===== src/rtl/bch_chien_seq.sv =====
// Sequential Chien search for the BCH(15,7) t=2 decoder over GF(16), poly x^4+x+1.
// Evaluates lambda(x)=1+l1*x+l2*x^2 at alpha^-j, P positions per cycle, and reports
// the root positions, the root count and whether the count matches deg(lambda).
//
// state  | meaning
// IDLE   | ready for a new locator, last result still visible
// SEARCH | stepping t1/t2 through the positions, P per cycle
// DONE   | result valid, waiting for out_ready
module bch_chien_seq #(
  parameter int N = 15,
  parameter int P = 1
) (
  input  logic         clk,
  input  logic         rst,
  input  logic         in_valid,
  output logic         in_ready,
  input  logic [3:0]   lambda1,
  input  logic [3:0]   lambda2,
  output logic         out_valid,
  input  logic         out_ready,
  output logic [N-1:0] error_vector,
  output logic [1:0]   n_err,
  output logic         error_found,
  output logic         uncorrectable,
  output logic         busy
);

  localparam int STEPS = N / P;
  localparam logic [3:0] LAST = 4'(STEPS - 1);

  typedef enum logic [1:0] {IDLE, SEARCH, DONE} state_t;

  function automatic logic [3:0] gf_xtime(input logic [3:0] a);
    return {a[2:0], 1'b0} ^ (a[3] ? 4'h3 : 4'h0);
  endfunction

  function automatic logic [3:0] gf_mul(input logic [3:0] a, input logic [3:0] b);
    logic [3:0] r;
    logic [3:0] s;
    r = 4'h0;
    s = a;
    for (int i = 0; i < 4; i++) begin
      if (b[i]) r = r ^ s;
      s = gf_xtime(s);
    end
    return r;
  endfunction

  function automatic logic [3:0] gf_alpha(input int e);
    logic [3:0] r;
    r = 4'h1;
    for (int i = 0; i < 15; i++) begin
      if (i < e) r = gf_xtime(r);
    end
    return r;
  endfunction

  // Per-cycle advance of the running terms: alpha^-P and alpha^-2P.
  localparam logic [3:0] STEP1 = gf_alpha((15 - (P % 15)) % 15);
  localparam logic [3:0] STEP2 = gf_alpha((30 - 2 * (P % 15)) % 15);

  state_t      state;
  logic [3:0]  t1, t2;
  logic [3:0]  cnt;
  logic [1:0]  deg;
  logic [1:0]  deg_in;
  logic [N-1:0] hits;
  logic [3:0]  hit_cnt;
  logic [3:0]  n_sum;
  logic [1:0]  n_next;
  logic [N-1:0] ev_next;
  logic [3:0]  lane;

  assign in_ready  = (state == IDLE) && !rst;
  assign busy      = (state != IDLE);
  assign out_valid = (state == DONE);
  assign deg_in    = (lambda2 != 4'h0) ? 2'd2 : ((lambda1 != 4'h0) ? 2'd1 : 2'd0);

  // Evaluate the current group of P positions and merge it into the running result.
  always_comb begin
    hits    = '0;
    hit_cnt = 4'd0;
    lane    = 4'h0;
    for (int k = 0; k < P; k++) begin
      lane = 4'h1 ^ gf_mul(t1, gf_alpha((15 - k) % 15))
                  ^ gf_mul(t2, gf_alpha((30 - 2 * k) % 15));
      if (lane == 4'h0) begin
        hits[k] = 1'b1;
        hit_cnt = hit_cnt + 4'd1;
      end
    end
    ev_next = error_vector | (hits << (cnt * P));
    n_sum   = {2'b00, n_err} + hit_cnt;
    n_next  = (n_sum > 4'd2) ? 2'd2 : n_sum[1:0];
  end

  // Control FSM and result registers.
  always_ff @(posedge clk or posedge rst) begin
    if (rst) begin
      state         <= IDLE;
      t1            <= 4'h0;
      t2            <= 4'h0;
      cnt           <= 4'd0;
      deg           <= 2'd0;
      error_vector  <= '0;
      n_err         <= 2'd0;
      error_found   <= 1'b0;
      uncorrectable <= 1'b0;
    end else begin
      case (state)
        IDLE: begin
          if (in_valid) begin
            t1            <= lambda1;
            t2            <= lambda2;
            deg           <= deg_in;
            cnt           <= 4'd0;
            error_vector  <= '0;
            n_err         <= 2'd0;
            error_found   <= 1'b0;
            uncorrectable <= 1'b0;
            state         <= SEARCH;
          end
        end
        SEARCH: begin
          error_vector <= ev_next;
          n_err        <= n_next;
          t1           <= gf_mul(t1, STEP1);
          t2           <= gf_mul(t2, STEP2);
          cnt          <= cnt + 4'd1;
          if (cnt == LAST) begin
            error_found   <= (n_next != 2'd0);
            uncorrectable <= (n_next != deg);
            state         <= DONE;
          end
        end
        DONE: begin
          if (out_ready) state <= IDLE;
        end
        default: state <= IDLE;
      endcase
    end
  end

endmodule


===== config.mk =====
export PLATFORM = sky130hd
export DESIGN_NAME = bch_chien_seq
export DESIGN_NICKNAME = d
export VERILOG_FILES = /design/src/rtl/bch_chien_seq.sv
export SDC_FILE = /design/constraint.sdc
export NUM_CORES = 1
export LEC_CHECK = 0
export ABC_AREA = 1
export BUFFER_PORTS_ARGS = -buffer_cell sky130_fd_sc_hd__buf_2
export CORE_MARGIN = 1
export CORE_UTILIZATION = 40
export CTS_BUF_LIST = sky130_fd_sc_hd__clkbuf_8
export DETAILED_ROUTE_END_ITERATION = 8
export PLACE_DENSITY = 0.68
export SLEW_MARGIN = 10
export SYNTH_ARGS = -nofsm -noshare
export SYNTH_HDL_FRONTEND = slang
export SYNTH_SLANG_ARGS = --single-unit

===== constraint.sdc =====
create_clock -name clk -period 3.4 [get_ports clk]
set_clock_uncertainty 0.05 [all_clocks]
set_input_delay 0.51 -clock clk [delete_from_list [all_inputs] [get_ports clk]]
set_output_delay 0.51 -clock clk [all_outputs]
set_load 0.005 [all_outputs]

-- Yosys cells after proc, flatten, opt, wreduce, memory -nomap -nowiden
Cells that the tools add are included.
- register bits: 35
- bits in latches: 0
- memory bits (writable): 0
- ROM bits: 0
- output and inout port bits: 22
- logic and storage cells: 78
- memories kept: 0
- $add $sub $neg: 2
- multipliers: 0
- divide/modulo/power cells: 0
- $lt $le $gt $ge: 1
- equal/unequal tests: 7
- shift operators: 1
- mux-type cells: 33
- bitwise operators: 12
- reduce and logical (&&, ||, !) cells: 13
- operator list (kind ; count):
    $pmux 15 s2 ; 1
    $mux 2 ; 12
    $mux 4 ; 6
    $pmux 4 s2 ; 3
    $xor 4x2->4 ; 6
    $xor 4x4->4 ; 4
    $mux 15 ; 1
    $or 15x15->15 ; 1
    $shl 1x4->15 ; 1
    $reduce_bool 4->1 ; 2
    $mux 1 ; 6
    $pmux 2 s3 ; 1
    $reduce_and 3->1 ; 2
    $reduce_bool 2->1 ; 3
    $add 4x1->4 const B ; 1
    $eq 4x4->1 const B ; 1
    $logic_not 4->1 ; 1
    $ne 2x2->1 const B ; 2
    $pmux 1 s2 ; 2
    $pmux 2 s2 ; 1
    $reduce_and 2->1 ; 2
    $add 2x1->3 ; 1
    $gt 3x2->1 const B ; 1
    $eq 2x1->1 const B ; 1
    other kinds (7) ; 7

-- Logic depth before layout (Yosys ltp)
- depth after elaboration: 10
- mapped depth: 13
- depth with buffers taken out: 13

-- Worst setup path before layout
Ideal clock, no wire load.
- kind: register to register
- start point: register t2[0]
- end point: register uncorrectable
- setup time: 0.124 ns
- data arrival time: 1.584 ns
- path slack: 1.643 ns
- stages on the path, launching flop included: 14
- clock period less this slack: 1.757 ns
- cell sequence: dfrtp_1 -> inv_2 -> nand2_1 -> nand2_1 -> nor2_2 -> nand2_4 -> inv_1 -> ha_1 -> inv_1 -> ha_1 -> nand2_1 -> xor2_1 -> a21oi_1 -> o21bai_1
- cells in the longest elaborated chain, start to end: 9
- RTL lines (what ; RTL line ; text):
    start: declaration ; 63 ; logic [3:0] t1, t2;
    start signal: assignment ; 114 ; t2 <= lambda2;
    start signal: assignment ; 128 ; t2 <= gf_mul(t2, STEP2);
    $xor 4x4->4 (*) ; 86 ; ^ gf_mul(t2, gf_alpha((30 - 2 * k) % 15));
    $logic_not 4->1 (*) ; 87 ; if (lane == 4'h0) begin
    $mux 1 (*) ; 87 ;
    $add 2x1->3 (*) ; 93 ; n_sum = {2'b00, n_err} + hit_cnt;
    $gt 3x2->1 ; 94 ; n_next = (n_sum > 4'd2) ? 2'd2 : n_sum[1:0];
    $mux 2 (*) ; 94 ;
    $ne 2x2->1 (*) ; 132 ; uncorrectable <= (n_next != deg);
    $mux 1 (*) ; 130 ; if (cnt == LAST) begin
    $pmux 1 s2 (*) ; 110 ; case (state)
    end signal: assignment ; 132 ;
    end: declaration ; 24 ; output logic uncorrectable,
Mark *: on every way between the ends. The rest lies on a longest branch, timed or not. The select of a mux whose other input is x is not followed.
A chain may end at the register's enable or synchronous reset.

-- Final worst setup path
Same ends and word-level chain as after synthesis.

==> metrics.txt <==
worst-path cell with the longest stage delay=dfrtp_1; critical path startpoint category=flop; detailed-placement wirelength estimate=2550 um; final critical path time including I/O delays and setup=1.88 ns; setup violation total in the final timing report=0; cell type with the highest occurrence count on the critical path=nand2_1; Psw=0.750 mW; NumNets Final=248; fraction of final layout cells sized beyond drive strength 1=0.220; Initial DRT Pass Iterations=5; io pins=34; Switching Fraction=0.426; R2R depth=13; antenna fix cells=0; end-of-flow core utilization=0.494; pin slew with the least headroom to its limit=0.687 ns; Max stage delay on crit path=0.42 ns; Reg2Reg Capture Point=uncorrectable$_DFFE_PP0P_; initial antenna violation count=0; Die Y=67.2 um; last weighted congestion value of the routability-driven placer=0.793; core region area=4030 sq um; critical path fanouts, max=5; number of warnings reported in the yosys synthesis log=0; DRC=0; Net Count, Synth=211; leakage component of the power=1.11 nW; Area growth, synth to finish=17.1%; largest family of logic cells by synthesized area=simple AND/OR/NAND/NOR gates; kind of cell with the highest combined delay on the critical path=simple AND/OR/NAND/NOR gates; total vias in the final route=1,394; Period Utilization, post-route=0.553; flip-flop and latch count after synthesis=35; logic depth of the worst path, buffers included=13; Clock Power Share=0.156; complex-gate fraction of the synthesized area=0.0994; area enclosed by the die boundary=4510 sq um; Arrival @ worst endpoint=1.99 ns; startpoint of the most critical register-to-register path=t2[0]$_DFFE_PP0P_; number of levels in the clock H-tree=2; clk sink count=35; number of instances in the synthesized netlist=194; initial core utilization=0.422; width of the chip=67.2 um; type of the tightest min-delay check=in2async; Setup Fix Bufs, Post-CTS=0; synthesized area per cell=8.76 sq um; aggregate global routing overflow=0; adder and majority gate portion of the synthesized area=0.0368; RSZ-0062 raised after global routing=no; clock insertion delay at the later pin of the skew report=0.27 ns; per-cell routed wire length=12.6 um; count of hold buffers inserted by post-cts repair=0; run status=completed; drt initial violations=72; clock root buffer=clkbuf_8; worst-case vdd ir drop=0.253 mV; share of synthesized cell area in and, or, nand and nor gates=0.261; crit path kind=reg2reg; worst slew slack as a fraction of its limit=0.541; fraction of the yosys area taken by sequential cells=0.515; Total Neg Setup Slack=0 ns; CTS tree=yes; wire length of the first global-routing pass=6080 um; number of cell rows=23; Buffers & Inverters on Critical Path=3; vias in the first global route=1,338; worst path cell trace=inv_2 > nand2_1 > nand2_1 > nor2_2 > nand2_4 > inv_1 > ha_1 > inv_1 > ha_1 > nand2_1 > xor2_1 > a21oi_1 > o21bai_1; power density normalized to cell area=885 nW/um^2; fraction of power consumed by combinational cells=0.430; XOR/XNOR Fraction of Synth Area=0.0206; timing-limited maximum frequency=0.532 GHz; Distinct cells, synth=29; global routing usage summed across all routing layers=0.179; largest net degree at the start of global routing=29; # port buffers=33; share of synthesized area spent on multiplexers=0; cell internal power dissipation=1.01 mW; CTS Buf Count=5; number of failing hold endpoints at the final stage=0; Final Max Tran Viols=0; Worst Path Required=3.51 ns; max-cap check violation count=0; part of the power in registers=0.414; clock-pin transition on the worst setup and hold timing paths=0.07 ns; cell area after synthesis=1700 sq um; Post-DRT Antenna Nets=0; setup slack of the worst register-to-register path=1.52 ns; buffers from clock root to sink, at most=2; critical path endpoint category=flop; WL final=3560 um; post-CTS sizing=0; Via-to-Cell Ratio=4.94
## synth_stat cells (all sizes together)
cell type  number  area, sq um
nor2           13         82.6
a32oi           1         8.76
clkinv          1         3.75
o21ai           8         40.0
nor3            2         10.0
o22ai           6         37.5
buf             4         26.3
nor4            1         6.26
o21bai          1         7.51
inv            22         82.6
dfrtp          35          876
nand2          64          255
nand4          12         75.1
xor2            4         35.0
a21oi           6         30.0
o21a            1         7.51
o31ai           1         7.51
a22oi           1         7.51
nand3           3         15.0
ha              5         62.6
o211ai          3         22.5
## power by group through the flow
stage	clock network [mW]	registers (mW)	logic [mW]
floorplan	0	0.712	0.563
global placement	0	0.729	0.749
detailed placement	0	0.735	0.765
CTS	0.284	0.728	0.765
global route	0.302	0.757	0.873
finish	0.274	0.730	0.757
## sequential cells by signal, summed over array words and instances (netlist names), 2 cells and up
name,cells
t2,4
cnt,4
deg,2
n_err,2
error_vector,15
t1,4
state,2
## placed cells by master, fill, tap and decap left out
master / synthesis / routed
nor2_8: 1 / 1
nand4_1: 12 / 12
o21a_1: 1 / 1
a22oi_1: 1 / 1
o211ai_1: 3 / 3
inv_1: 19 / 21
a32oi_1: 1 / 1
o21ai_0: 7 / 7
nand2_1: 60 / 60
o21bai_1: 1 / 1
inv_2: 3 / 3
xor2_1: 4 / 4
clkinv_1: 1 / 1
buf_2: 3 / 33
nor4_1: 1 / 1
nor2_2: 1 / 1
o31ai_1: 1 / 1
dfrtp_1: 35 / 35
a21oi_1: 6 / 6
o22ai_1: 6 / 6
clkinv_2: 0 / 1
nand2_4: 1 / 1
clkbuf_8: 0 / 5
nor2_4: 2 / 2
ha_1: 5 / 5
nor3_1: 2 / 2
nor2_1: 9 / 9
buf_4: 0 / 1
nand3_1: 3 / 3
o21ai_1: 1 / 1
nand2_2: 3 / 3
## worst max-delay path by stage
stage | startpoint | to | slack, ns
after floorplan | t2[0]$_DFFE_PP0P_ | uncorrectable$_DFFE_PP0P_ | 1.64
after global placement | t2[0]$_DFFE_PP0P_ | uncorrectable$_DFFE_PP0P_ | 1.59
after detailed placement | t2[0]$_DFFE_PP0P_ | uncorrectable$_DFFE_PP0P_ | 1.52
after CTS | t2[0]$_DFFE_PP0P_ | uncorrectable$_DFFE_PP0P_ | 1.51
after global routing | t1[0]$_DFFE_PP0P_ | uncorrectable$_DFFE_PP0P_ | 1.32
final | t2[0]$_DFFE_PP0P_ | uncorrectable$_DFFE_PP0P_ | 1.52
## area by class of cell
class                   count  area (sq um)
flip-flops and latches     35           876
multi-input cells         132           711
clock buffers               5          68.8
fillers                   415          2040
well taps                  50          62.6
repair buffers             34           173
inverters                  23          86.3
clock inverters             3          12.5
## routing by layer
layer / track usage / part of all wire / up-vias
met4: 0.0399 / 0 / 0
met3: 0.0405 / 0.032 / 0
met5: 0 / 0 / -
met2: 0.284 / 0.47 / 31
li1: - / - / 709
met1: 0.248 / 0.50 / 654
## cell families (layout without fill, tap and decap cells)
| group | after synthesis | in the layout |
|---|---|---|
| compound gates | 28 | 28 |
| xor+xnor | 4 | 4 |
| fa+ha+maj | 5 | 5 |
| buf+inv | 27 | 65 |
| flops | 35 | 35 |
| simple gates | 95 | 95 |
## stage by stage
stage	power (mW)	cells	instance area [sq um]	setup slack, ns	hold WS [ns]
after floorplan	1.27	194	1700	1.64	0.422
final	1.76	282	1990	1.52	0.288
after global routing	1.93	282	1990	1.32	0.351
after global placement	1.48	274	1910	1.59	0.411
after CTS	1.78	282	1990	1.51	0.320
after detailed placement	1.50	274	1910	1.52	0.411
No activity file was read; power rests on OpenSTA's default activity.
